### src/rtl/mmio_demux.sv
// Routes one load/store request to the address-selected MMIO slave and returns a single response.
// Define MMIO_TIMEOUT_EN to add a slave timeout that turns stalled transactions into error responses.
module mmio_demux #(
   parameter int unsigned NUM_DEV     = 4,
   parameter int unsigned SEL_MSB     = 31,
   parameter int unsigned SEL_LSB     = 28,
   parameter int unsigned TIMEOUT_CYC = 255
) (
   input  logic                    clk,
   input  logic                    rst,
   input  logic                    req_valid,
   output logic                    req_ready,
   input  logic                    req_we,
   input  logic [31:0]             req_addr,
   input  logic [31:0]             req_wdata,
   input  logic [3:0]              req_be,
   output logic                    resp_valid,
   output logic [31:0]             resp_rdata,
   output logic                    resp_err,
   output logic [NUM_DEV-1:0]      dev_valid,
   output logic                    dev_we,
   output logic [31:0]             dev_addr,
   output logic [31:0]             dev_wdata,
   output logic [3:0]              dev_be,
   input  logic [NUM_DEV-1:0]      dev_ready,
   input  logic [NUM_DEV-1:0]      dev_rvalid,
   input  logic [32*NUM_DEV-1:0]   dev_rdata
);

   localparam int unsigned SEL_W = SEL_MSB - SEL_LSB + 1;

   typedef enum logic [1:0] {
      S_IDLE  = 2'd0,
      S_ISSUE = 2'd1,
      S_WAIT  = 2'd2,
      S_RESP  = 2'd3
   } state_e;

   state_e               state_q;
   logic                 req_ready_q;
   logic                 resp_valid_q;
   logic                 resp_err_q;
   logic [31:0]          resp_rdata_q;
   logic [NUM_DEV-1:0]   dev_valid_q;
   logic [NUM_DEV-1:0]   sel_q;
   logic                 dev_we_q;
   logic [31:0]          dev_addr_q;
   logic [31:0]          dev_wdata_q;
   logic [3:0]           dev_be_q;

   logic [SEL_W-1:0]     req_sel;
   logic [NUM_DEV-1:0]   req_oh;
   logic                 sel_ready;
   logic                 sel_rvalid;
   logic [31:0]          sel_rdata;
   logic                 expire;

   // Address decode to one-hot (all-zero means no such slave) and selected-slave return mux.
   always_comb begin
      req_sel   = req_addr[SEL_MSB:SEL_LSB];
      req_oh    = '0;
      sel_rdata = '0;
      for (int unsigned i = 0; i < NUM_DEV; i++) begin
         if (32'(req_sel) == i) req_oh[i] = 1'b1;
         if (sel_q[i]) sel_rdata = sel_rdata | dev_rdata[32*i +: 32];
      end
      sel_ready  = |(dev_ready & sel_q);
      sel_rvalid = |(dev_rvalid & sel_q);
   end

`ifdef MMIO_TIMEOUT_EN
   localparam int unsigned CNT_W = ($clog2(TIMEOUT_CYC + 1) > 8) ? $clog2(TIMEOUT_CYC + 1) : 8;

   logic [CNT_W-1:0] cnt_q;

   // ISSUE is only entered from IDLE, so holding zero in IDLE clears the count on entry.
   always_ff @(posedge clk) begin
      if (rst) begin
         cnt_q <= '0;
      end else if (state_q == S_IDLE) begin
         cnt_q <= '0;
      end else if (state_q == S_ISSUE || state_q == S_WAIT) begin
         cnt_q <= cnt_q + CNT_W'(1);
      end
   end

   assign expire = (32'(cnt_q) + 32'd1) >= TIMEOUT_CYC;
`else
   logic unused_timeout;

   assign unused_timeout = ^32'(TIMEOUT_CYC);
   assign expire         = 1'b0;
`endif

   // Transaction FSM; every output comes straight from a register.
   always_ff @(posedge clk) begin
      if (rst) begin
         state_q      <= S_IDLE;
         req_ready_q  <= 1'b1;
         resp_valid_q <= 1'b0;
         resp_err_q   <= 1'b0;
         resp_rdata_q <= '0;
         dev_valid_q  <= '0;
         sel_q        <= '0;
         dev_we_q     <= 1'b0;
         dev_addr_q   <= '0;
         dev_wdata_q  <= '0;
         dev_be_q     <= '0;
      end else begin
         case (state_q)
            S_IDLE: begin
               if (req_valid) begin
                  req_ready_q <= 1'b0;
                  dev_we_q    <= req_we;
                  dev_addr_q  <= req_addr;
                  dev_wdata_q <= req_wdata;
                  dev_be_q    <= req_be;
                  sel_q       <= req_oh;
                  if (req_oh == '0) begin
                     state_q      <= S_RESP;
                     resp_valid_q <= 1'b1;
                     resp_err_q   <= 1'b1;
                     resp_rdata_q <= '0;
                  end else begin
                     state_q     <= S_ISSUE;
                     dev_valid_q <= req_oh;
                  end
               end
            end
            S_ISSUE: begin
               if (sel_ready) begin
                  dev_valid_q <= '0;
                  if (dev_we_q || sel_rvalid) begin
                     state_q      <= S_RESP;
                     resp_valid_q <= 1'b1;
                     resp_err_q   <= 1'b0;
                     resp_rdata_q <= dev_we_q ? 32'd0 : sel_rdata;
                  end else begin
                     state_q <= S_WAIT;
                  end
               end else if (expire) begin
                  dev_valid_q  <= '0;
                  state_q      <= S_RESP;
                  resp_valid_q <= 1'b1;
                  resp_err_q   <= 1'b1;
                  resp_rdata_q <= '0;
               end
            end
            S_WAIT: begin
               if (sel_rvalid) begin
                  state_q      <= S_RESP;
                  resp_valid_q <= 1'b1;
                  resp_err_q   <= 1'b0;
                  resp_rdata_q <= sel_rdata;
               end else if (expire) begin
                  state_q      <= S_RESP;
                  resp_valid_q <= 1'b1;
                  resp_err_q   <= 1'b1;
                  resp_rdata_q <= '0;
               end
            end
            S_RESP: begin
               resp_valid_q <= 1'b0;
               req_ready_q  <= 1'b1;
               state_q      <= S_IDLE;
            end
            default: state_q <= S_IDLE;
         endcase
      end
   end

   assign req_ready  = req_ready_q;
   assign resp_valid = resp_valid_q;
   assign resp_rdata = resp_rdata_q;
   assign resp_err   = resp_err_q;
   assign dev_valid  = dev_valid_q;
   assign dev_we     = dev_we_q;
   assign dev_addr   = dev_addr_q;
   assign dev_wdata  = dev_wdata_q;
   assign dev_be     = dev_be_q;

endmodule

### config.mk
export PLATFORM = sky130hd
export DESIGN_NAME = mmio_demux
export DESIGN_NICKNAME = d
export VERILOG_FILES = /design/src/rtl/mmio_demux.sv
export SDC_FILE = /design/constraint.sdc
export NUM_CORES = 1
export LEC_CHECK = 0
export ABC_AREA = 1
export CAP_MARGIN = 20
export CORE_UTILIZATION = 30
export DETAILED_ROUTE_END_ITERATION = 8
export DONT_BUFFER_PORTS = 1
export PLACE_DENSITY_LB_ADDON = 0.1
export SETUP_SLACK_MARGIN = 0.02
export SLEW_MARGIN = 10
export SYNTH_ARGS = -nofsm -noshare
export SYNTH_HDL_FRONTEND = slang
export SYNTH_SLANG_ARGS = --single-unit
### constraint.sdc
create_clock -name clk -period 2.3 [get_ports clk]
set_clock_uncertainty 0.1 [all_clocks]
set_input_delay 0.345 -clock clk [delete_from_list [all_inputs] [get_ports clk]]
set_output_delay 0.345 -clock clk [all_outputs]
set_load 0.005 [all_outputs]
==> impl_results.md, run 1 <==
* Outcome: complete, no violations
* Tmin final at 2.03 ns
* YS warnings at 0
* CP bufs+invs at 3
* Global-route wire length before repair at 24.2 mm
* Post-Synthesis Mean Instance Area at 6.79 um^2
* Netlist Area Pre-Place at 5330 um^2
* Nets at 1006
* Routability cong. at 0.806
* Leakage at 2.65 nW
* Port buffer count at 0
* Critical path's top delay family: simple AND/OR/NAND/NOR gates
* Pre-CTS worst setup slack at 0.268 ns
* Unique masters post-synth at 24
* Vias at 5047
* Drt drc at 0
* Fin crit share at 88.1%
* Routed len/inst at 15.8 um
* Most frequent cells in the layout: 217 x nor2_1, 172 x nand2_1, 114 x dfxtp_1
* Switching Power at 3.26 mW
* Setup tns final at 0 ns
* Syn Inst Count at 785
* Top-area cell type share of the netlist area at 42.8%
* Final setup violation count at 0
* Crit Path Max Fanout at 24
* MaxCap Viol Count at 0
* Clock buffer depth at 2
* Worst Path Required at 2.49 ns
* Post-layout util at 36.9%
* RSZ-0062 raised after global routing: no
* CP Launch Type: flip-flop
* Antenna diodes at 0
* Max incr delay on CP at 0.39 ns
* CTS tree: built
* HP Class: in -> reg
* Drt pass-1 iters at 4
* Slowest stage cell, crit path: dfxtp_1
* Gr usage total at 17.4%
* Seq/Total Area, Yosys at 42.8%
* Flop pwr share at 35.0%
* Worst-path clk slew at 0.05 ns
* Dominant cells by area after synthesis: dfxtp_1 43%, nor2_1 15%, nand2_1 12%, o21ai_0 6.9%, a22o_1 3.9%
* Clock sinks at 114
* Top-level I/O count at 316
* Final non-filler cell total at 1031
* Clk_lat worst skew at 0.40 ns
* H-tree Lvls at 4
* Slew Limit Fails at 0
* Fin worst setup slack at 0.275 ns
* Die W at 135 um
* Flops & latches, synth at 114
* Max Freq at 494 MHz
* Setup crit end kind: flip-flop
* Placed Area at 5500 um^2
* Via density at 4.90
* Core area at 17300 um^2
* Vias in the first global route at 4746
* Actual slew at the worst max-slew pin at 0.582 ns
* Layout cells sized above 1 at 7.57%
* P&R area growth vs syn at 19.7%
* Synthesized Nets at 997
* PD cells at 1350 nW/um^2
* Net Sw Frac at 37.7%
* Row Count at 48
* Chip Height at 135 um
* Clk pwr share at 30.3%
* Final Hold Fails at 0
* Crit path arrival time at 2.22 ns
* Initial core utilization at 30.8%
* Largest net degree at the start of global routing at 71
* WHS at 0.0131 ns
* Top cell type by total area after synthesis: dfxtp_1
* Most common cell after layout, fill and taps aside: nor2_1
* Worst Setup Path Type: reg -> reg
* Antenna violations before repair at 0
* Root Buffer: clkbuf_16
* Die area at 18300 um^2
* Gr ovfl total at 0
* Post-Route WL at 16.3 mm
* Final Power at 8.64 mW
* VDD IR max at 0.461 mV
* Routed Antenna Nets at 0
* Slew Limit Headroom at 61.1%
* Post-CTS Resized at 0
* Final Cell Area at 6380 um^2
* Num CTS Buffers at 17
* Int Pwr at 5.38 mW
* DR iter-0 viols at 172
* Inst Count DP at 971
* Part of the power in combinational logic at 34.6%
* Crit-path cells: inv_1, ha_1, inv_1, nor2_1, inv_1, o21ai_4, nor2_8, nand2_4, nor2_1, nor2_1
* Hpwl dp at 12.1 mm
[logic make-up (layout without fill, tap and decap cells)]
logic type               Yosys count  in the layout  share of synthesized area, %
AND/OR/NAND/NOR                  449            449                          34.3
AO/OA/AOI/OAI                    135            135                          14.7
flip-flops                       114            114                          42.8
buffers and inverters             83            104                          7.19
adder cells (fa/ha/maj)            4              4                         0.939
[flip-flops by register name, summed over array words and instances, names as in the netlist]
register    cells
dev_valid       4
dev_we          1
sel_q           4
dev_be          4
dev_wdata      32
resp_valid      1
resp_err        1
dev_addr       32
req_ready       1
state_q         2
resp_rdata     32
[cell usage after synthesis]
| library cell | count |
|---|---|
| nor2_1 | 217 |
| nand2_1 | 173 |
| dfxtp_1 | 114 |
| o21ai_0 | 73 |
| a21oi_1 | 35 |
| clkbuf_1 | 30 |
| nand3_1 | 28 |
| a22o_1 | 24 |
| inv_1 | 24 |
| nand4_1 | 21 |
| buf_2 | 18 |
| buf_4 | 5 |
| buf_6 | 4 |
| ha_1 | 4 |
| nand2_2 | 4 |
| inv_2 | 2 |
| nand2_4 | 2 |
| a211oi_1 | 1 |
| a221o_1 | 1 |
| nand3_2 | 1 |
| nor2_4 | 1 |
| nor2_8 | 1 |
| nor3_1 | 1 |
| o21ai_4 | 1 |
[what timing repair did]
item                       in CTS  in global routing
hold buffers                   29                  0
setup endpoints to repair       0                  0
hold endpoints to repair       36                  0
buffers inserted                0                  0
[worst register-to-register path: stages, from the launching register on]
cell	delay, ns
dfxtp_1	0.39
inv_1	0.08
ha_1	0.25
inv_1	0.12
nor2_1	0.07
inv_1	0.11
o21ai_4	0.09
nor2_8	0.27
nand2_4	0.21
nor2_1	0.16
nor2_1	0.06
[path summary, 6_finish.rpt]
check	depth (start not counted)	slack, ns	startpoint	end
worst min-delay path	2	0.01	req_addr[20]	dev_addr[20]
worst min register to register	2	0.40	dev_valid[1]	dev_valid[1]
worst max register to register	10	0.27	state_q[0]	resp_rdata[2]
worst max-delay path	10	0.27	state_q[0]	resp_rdata[2]
[power groups by stage]
stage | clock, mW | sequential [mW] | combinational (mW)
6_report | 2.62 | 3.03 | 2.99
5_1_grt | 2.77 | 3.09 | 3.48
4_1_cts | 2.68 | 3.05 | 3.03
3_5_place_dp | 0 | 3.08 | 2.99
3_3_place_gp | 0 | 3.08 | 2.90
2_1_floorplan | 0 | 2.89 | 2.47
[final cells by class]
cell class	instances	area (um^2)
Clock buffer	21	450
Timing Repair Buffer	47	463
Multi-Input combinational cell	588	2670
Fill cell	1864	10900
Sequential cell	114	2280
Inverter	26	97.6
Tap cell	225	282
Clock inverter	10	135
[layer usage]
metal | track usage (%) | vias to the layer above | wire length (um) | part of all wire, %
met4 | 8.18 | 0 | 217 | 1.3
met2 | 31.7 | 224 | 8250 | 51
met5 | 0 | - | 0 | 0
li1 | - | 2544 | - | -
met3 | 5.20 | 12 | 1350 | 8.3
met1 | 18.2 | 2267 | 6460 | 40
(Power assumes the default switching activity.)
==> run 2: changes to the inputs <==
--- a/config.mk
+++ b/config.mk
@@ -6,7 +6,8 @@
 export NUM_CORES = 1
 export LEC_CHECK = 0
 export ABC_AREA = 1
-export CAP_MARGIN = 20
+export CAP_MARGIN = 5
+export CORE_MARGIN = 1.5
 export CORE_UTILIZATION = 30
 export DETAILED_ROUTE_END_ITERATION = 8
 export DONT_BUFFER_PORTS = 1
==> constraint.sdc (replaced) <==
create_clock -name clk -period 2 [get_ports clk]
set_clock_uncertainty 0.1 [all_clocks]
set_input_delay 0.3 -clock clk [delete_from_list [all_inputs] [get_ports clk]]
set_output_delay 0.3 -clock clk [all_outputs]
set_load 0.005 [all_outputs]
==> run 2 against run 1 <==
  * Sequential power rose by 15%
  * Via count rose by 4.8%
  * Fmax rose by 11%
  * Die area rose by 1.5%
  * Highest routed layer unchanged
  * Critical endpoint is now resp_rdata[14]
  * First-iteration DRC count fell by 22%
  * Final area rose by 8.0%
  * Cell count rose by 4.4%
==> impl_results.md, run 2 (synthesis results as in run 1) <==
* Outcome: complete, no violations
* Port buffer count at 0 (unchanged)
* Routed len/inst at 16.0 um (+1.3%)
* Antenna violations before repair at 0 (unchanged)
* Inst Count DP at 973 (+0.21%)
* Crit Path Max Fanout at 10 (-58%)
* Initial core utilization at 30.8% (unchanged)
* DR iter-0 viols at 134 (-22%)
* Final setup violation count at 0 (unchanged)
* Chip Height at 136 um (+0.74%)
* Tmin final at 1.82 ns (-0.201 ns)
* HP Class: in -> reg
* Multi-input logic area at 2700 um^2 (+1.2%)
* Fin crit share at 91.2% (+3.1 points)
* Actual slew at the worst max-slew pin at 0.399 ns (-0.183 ns)
* Leakage at 2.84 nW (+7.6%)
* Gr usage total at 17.6% (+0.22 points)
* Drt pass-1 iters at 4 (unchanged)
* Clock sinks at 114 (unchanged)
* Most frequent cells in the layout: 217 x nor2_1, 172 x nand2_1, 112 x dfxtp_1
* Slew Limit Fails at 0 (unchanged)
* Largest net degree at the start of global routing at 59 (-17%)
* Die area at 18600 um^2 (+1.5%)
* PD cells at 1510 nW/um^2 (+12%)
* VDD IR max at 0.650 mV (+41%)
* Die W at 136 um (+0.74%)
* Register area at 2280 um^2 (+0.11%)
* CTS tree: built
* Top-level I/O count at 316 (unchanged)
* Met2 usage at 31.1% (-0.62 points)
* Worst Setup Path Type: reg -> reg
* Grt met1 use at 18.7% (+0.52 points)
* Row Count at 48 (unchanged)
* Setup tns final at 0 ns (unchanged)
* CP bufs+invs at 4 (+1)
* Worst Path Required at 2.20 ns (-0.29 ns)
* Routed Antenna Nets at 0 (unchanged)
* Worst-path clk slew at 0.06 ns (about the same)
* Clk_lat worst skew at 0.41 ns (about the same)
* Most common cell after layout, fill and taps aside: nor2_1
* Vias at 5290 (+4.8%)
* Core area at 17300 um^2 (unchanged)
* Gr ovfl total at 0 (unchanged)
* Via density at 4.92 (+0.43%)
* Antenna diodes at 0 (unchanged)
* Global-route wire length before repair at 25.1 mm (+3.5%)
* Gr busiest metal: met2
* Clock buffer depth at 2 (unchanged)
* Slew Limit Headroom at 73.4% (+12 points)
* Hpwl dp at 12.3 mm (+1.5%)
* Layout cells sized above 1 at 8.81% (+1.2 points)
* Final Hold Fails at 0 (unchanged)
* CP Launch Type: flip-flop
* MaxCap Viol Count at 0 (unchanged)
* GRT met3 Usage at 6.19% (+0.99 points)
* Slowest stage cell, crit path: dfxtp_2
* H-tree Lvls at 4 (unchanged)
* Max Freq at 548 MHz (+11%)
* Crit-path cells: inv_1, ha_2, inv_2, nor2_1, inv_1, o21ai_4, nor2_8, buf_12, nand3_1, nand2_1, nor2_1
* Layout fillers at 1792 (-3.9%)
* Root Buffer: clkbuf_16
* Vias in the first global route at 4987 (+5.1%)
* Max incr delay on CP at 0.37 ns (-0.02 ns)
* Crit path arrival time at 2.03 ns (-0.19 ns)
* P&R area growth vs syn at 29.3%
* RSZ-0062 raised after global routing: no
* Setup crit end kind: flip-flop
* Num CTS Buffers at 17 (unchanged)
* Final non-filler cell total at 1076 (+4.4%)
* Nets at 1050 (+4.4%)
* Post-Route WL at 17.2 mm (+5.7%)
* Drt drc at 0 (unchanged)
* Critical path's top delay family: simple AND/OR/NAND/NOR gates
* Routability cong. at 0.802 (-0.50%)
-- run 2: cell types whose count changed in the layout (fill, tap and decap cells not counted), moves of 2 or more --
cell and change:
ha_1 -2, dfxtp_2 +2, clkbuf_1 -3, clkbuf_16 +2
dfxtp_1 -2, ha_2 +2, clkinv_2 -3, dlygate4sd3_1 +39
inv_6 +7
-- run 2: worst paths after layout --
path	slack, ns	cells past startpoint	from	endpoint
worst min-delay path	0.03	3	req_addr[30]	sel_q[1]
worst max-delay path	0.18	11	state_q[0]	resp_rdata[14]
worst min register to register	0.41	2	dev_addr[16]	dev_addr[16]
worst max register to register	0.18	11	state_q[0]	resp_rdata[14]
-- run 2: power by group --
group	leakage [nW]	switching, mW	internal, mW	total, mW
registers	0.942	0.562	2.93	3.49
clock network	0.288	1.18	1.87	3.05
logic	1.62	2.30	1.57	3.87
-- run 2: area by class of cell --
class | instances | share of cell area (%)
Clock buffer | 17 | 6.17
Clock inverter | 15 | 2.47
Tap cell | 225 | 4.08
Sequential cell | 114 | 33.1
Inverter | 26 | 1.42
Multi-Input combinational cell | 589 | 39.2
Timing Repair Buffer | 90 | 13.5
-- run 2: metal layers --
| metal | part of all wire [%] | vias to the layer above |
|---|---|---|
| met3 | 8.7 | 20 |
| met4 | 2.3 | 0 |
| met5 | 0 | - |
| met2 | 50 | 242 |
| li1 | - | 2642 |
| met1 | 39 | 2386 |
-- run 2: worst min-delay path, cell delays in order --
cell	delay [ns]
nor3_1	0.05
nand3_1	0.08
a21oi_1	0.06
-- run 2: metrics by stage --
stage               hold WS (ns)  power, mW  instance area (um^2)  setup slack [ns]  util, %
finish                    0.0263       10.4                  6890             0.176     39.9
global route              0.0150       11.2                  6890            0.0288     39.9
CTS                      0.00309       10.2                  6820            0.0674     39.4
detailed placement         0.273       7.03                  5530          -0.00771     32.0
global placement           0.274       6.93                  5530            0.0201     32.0
floorplan                  0.357       6.16                  5330             0.299        -
-- run 2: what timing repair did --
item,4_1_cts,5_1_grt
endpoints found under the hold margin,75,0
gates resized for setup,1,6
endpoints found under the setup margin,8,34
buffers inserted,0,0
pin swaps,0,1
cloned,0,3
hold buffers,68,0
==> RTL edit (flow settings as in run 1) <==
Put one more register stage on the output `resp_err`, cleared by the reset. The value now appears one clock later. The other outputs are not delayed to match.
--- a/src/rtl/mmio_demux.sv
+++ b/src/rtl/mmio_demux.sv
@@ -172,7 +172,13 @@
    assign req_ready  = req_ready_q;
    assign resp_valid = resp_valid_q;
    assign resp_rdata = resp_rdata_q;
-   assign resp_err   = resp_err_q;
+   always_ff @(posedge clk) begin
+      if (rst) begin
+         resp_err <= '0;
+      end else begin
+         resp_err <= resp_err_q;
+      end
+   end
    assign dev_valid  = dev_valid_q;
    assign dev_we     = dev_we_q;
    assign dev_addr   = dev_addr_q;
Behaviour: not the same (a bounded check fails within 4 cycles, from zero or initial values and one cycle with rst high).
==> RTL edit against run 1 <==
- non-clock buffer count rose by 22
- sequential cell count rose by 1
- clock power fell by 4%
- first-iteration DRC count rose by 48%
- power rose by 1.8%
- highest routed layer unchanged
- worst setup slack improved by 0.0092 ns
- largest power group is now combinational logic
- area after synthesis rose by 3.2%
- cell area rose by 5.4%
- critical path depth rose by 1
- routed wire length rose by 5.9%
==> RTL edit: results (changes against run 1) <==
status:
  status: "completed"  # unchanged
pwr:
  p_sw_frac: 0.3933  # was 0.3772
  leakage_nw: 2.747  # was 2.645 nW
  pg_comb_w: 0.00323  # was 0.00299 W
  peakVddDrop_mv: 0.4925  # was 0.4611 mV
global_route:
  grt_use_met2: 0.3130  # was 0.3168
  grt_pass1_vias: 4994  # was 4746
  grt_use_met3: 0.07910  # was 0.05200
  met1_usage: 0.1756  # was 0.1819
  grt_pass1_wl_um: 24940  # was 24210 um
finish:
  multi_input_area_share: 0.4134  # was 0.4185
  stdcell_count: 1064  # was 1031
  drive_gt1_frac: 0.1066  # was 0.07568
  buf_share: 0.1035  # was 0.07256
  multi_input_gates: 594  # was 588
  non_clock_buffer_count: 69  # was 47
  inverters: 25  # was 26
  clock_area_frac: 0.08395  # was 0.09178
  seq_share: 0.3425  # was 0.3577
  n_fill_cell: 1923  # was 1864
worst_setup_path:
  r2r-end: "resp_rdata[29]"  # was resp_rdata[2]
  r2r_cells: 11  # was 10
  path_max_fanout: 45  # was 24
  endpoint: "resp_rdata[29]"  # was resp_rdata[2]
route:
  totalWireLength_um: 17250  # was 16280 um
  wl_met3_um: 1930  # was 1349 um
  first_iter_violations: 255  # was 172
  viasPerCell: 4.895  # about the same
  wl_met1_um: 6480  # was 6463 um
logic_synthesis:
  yosysSeqAreaShare: 0.4187  # was 0.4283
  synthTopCellsByCount: "213 x nor2_1, 181 x nand2_1, 115 x dfxtp_1"  # was 217 x nor2_1, 173 x nand2_1, 114 x dfxtp_1
  synth_cells: 792  # was 785
  synth.net_count: 1004  # was 997
  synth_cell_types: 26  # was 24
  synthTopCellsByArea: "dfxtp_1 42%, nor2_1 15%, nand2_1 12%, o21ai_0 6.6%, a22o_1 3.2%"  # was dfxtp_1 43%, nor2_1 15%, nand2_1 12%, o21ai_0 6.9%, a22o_1 3.9%
placed_design:
  post-place-ws_ns: 0.2886  # was 0.2677 ns
  gp_congestion: 0.7949  # was 0.8058
  place_hpwl_um: 12410  # was 12070 um
  dpl.cell_count: 981  # was 971
clocking:
  h-tree-depth: 4  # unchanged
  cts_hold_repair.buffers: 51  # was 29
sta:
  timing.hold.ws_ns: 0.01955  # was 0.01315 ns
  min_period_ns: 2.016  # was 2.025 ns
  tightest_slew_ns: 0.5554  # was 0.5823 ns
die:
  die-area_sq_mm: 0.01888  # was 0.01830 sq mm
worst_hold_path:
  holdPathEnd: "dev_wdata[5]"  # was dev_addr[20]
  hp-start: "req_wdata[5]"  # was req_addr[20]
==> RTL edit: changes by cell type after synthesis, sizes merged, moves of 2 or more <==
cell,run 1,this run
inv,26,24
nand4,21,23
nor2,219,215
a22o,24,20
buf,27,29
nand3,29,31
nand2,179,187
==> RTL edit: cells by family after synthesis <==
group,Yosys count,share of synthesized area
AOI/OAI and AO/OA,132,0.1433
buffers and inverters,83,0.07645
and+or+nand+nor,458,0.3524
DFF,115,0.4187
adders and majority gates,4,0.009102
==> RTL edit: worst max-delay path: stages (launching register included) <==
cell     delay, ns
dfxtp_1       0.40
inv_1         0.10
ha_1          0.26
inv_1         0.13
nor2_1        0.07
inv_1         0.08
o21ai_2       0.08
nor2_4        0.17
buf_12        0.27
nand3_1       0.12
nand2_1       0.08
nor2_1        0.04
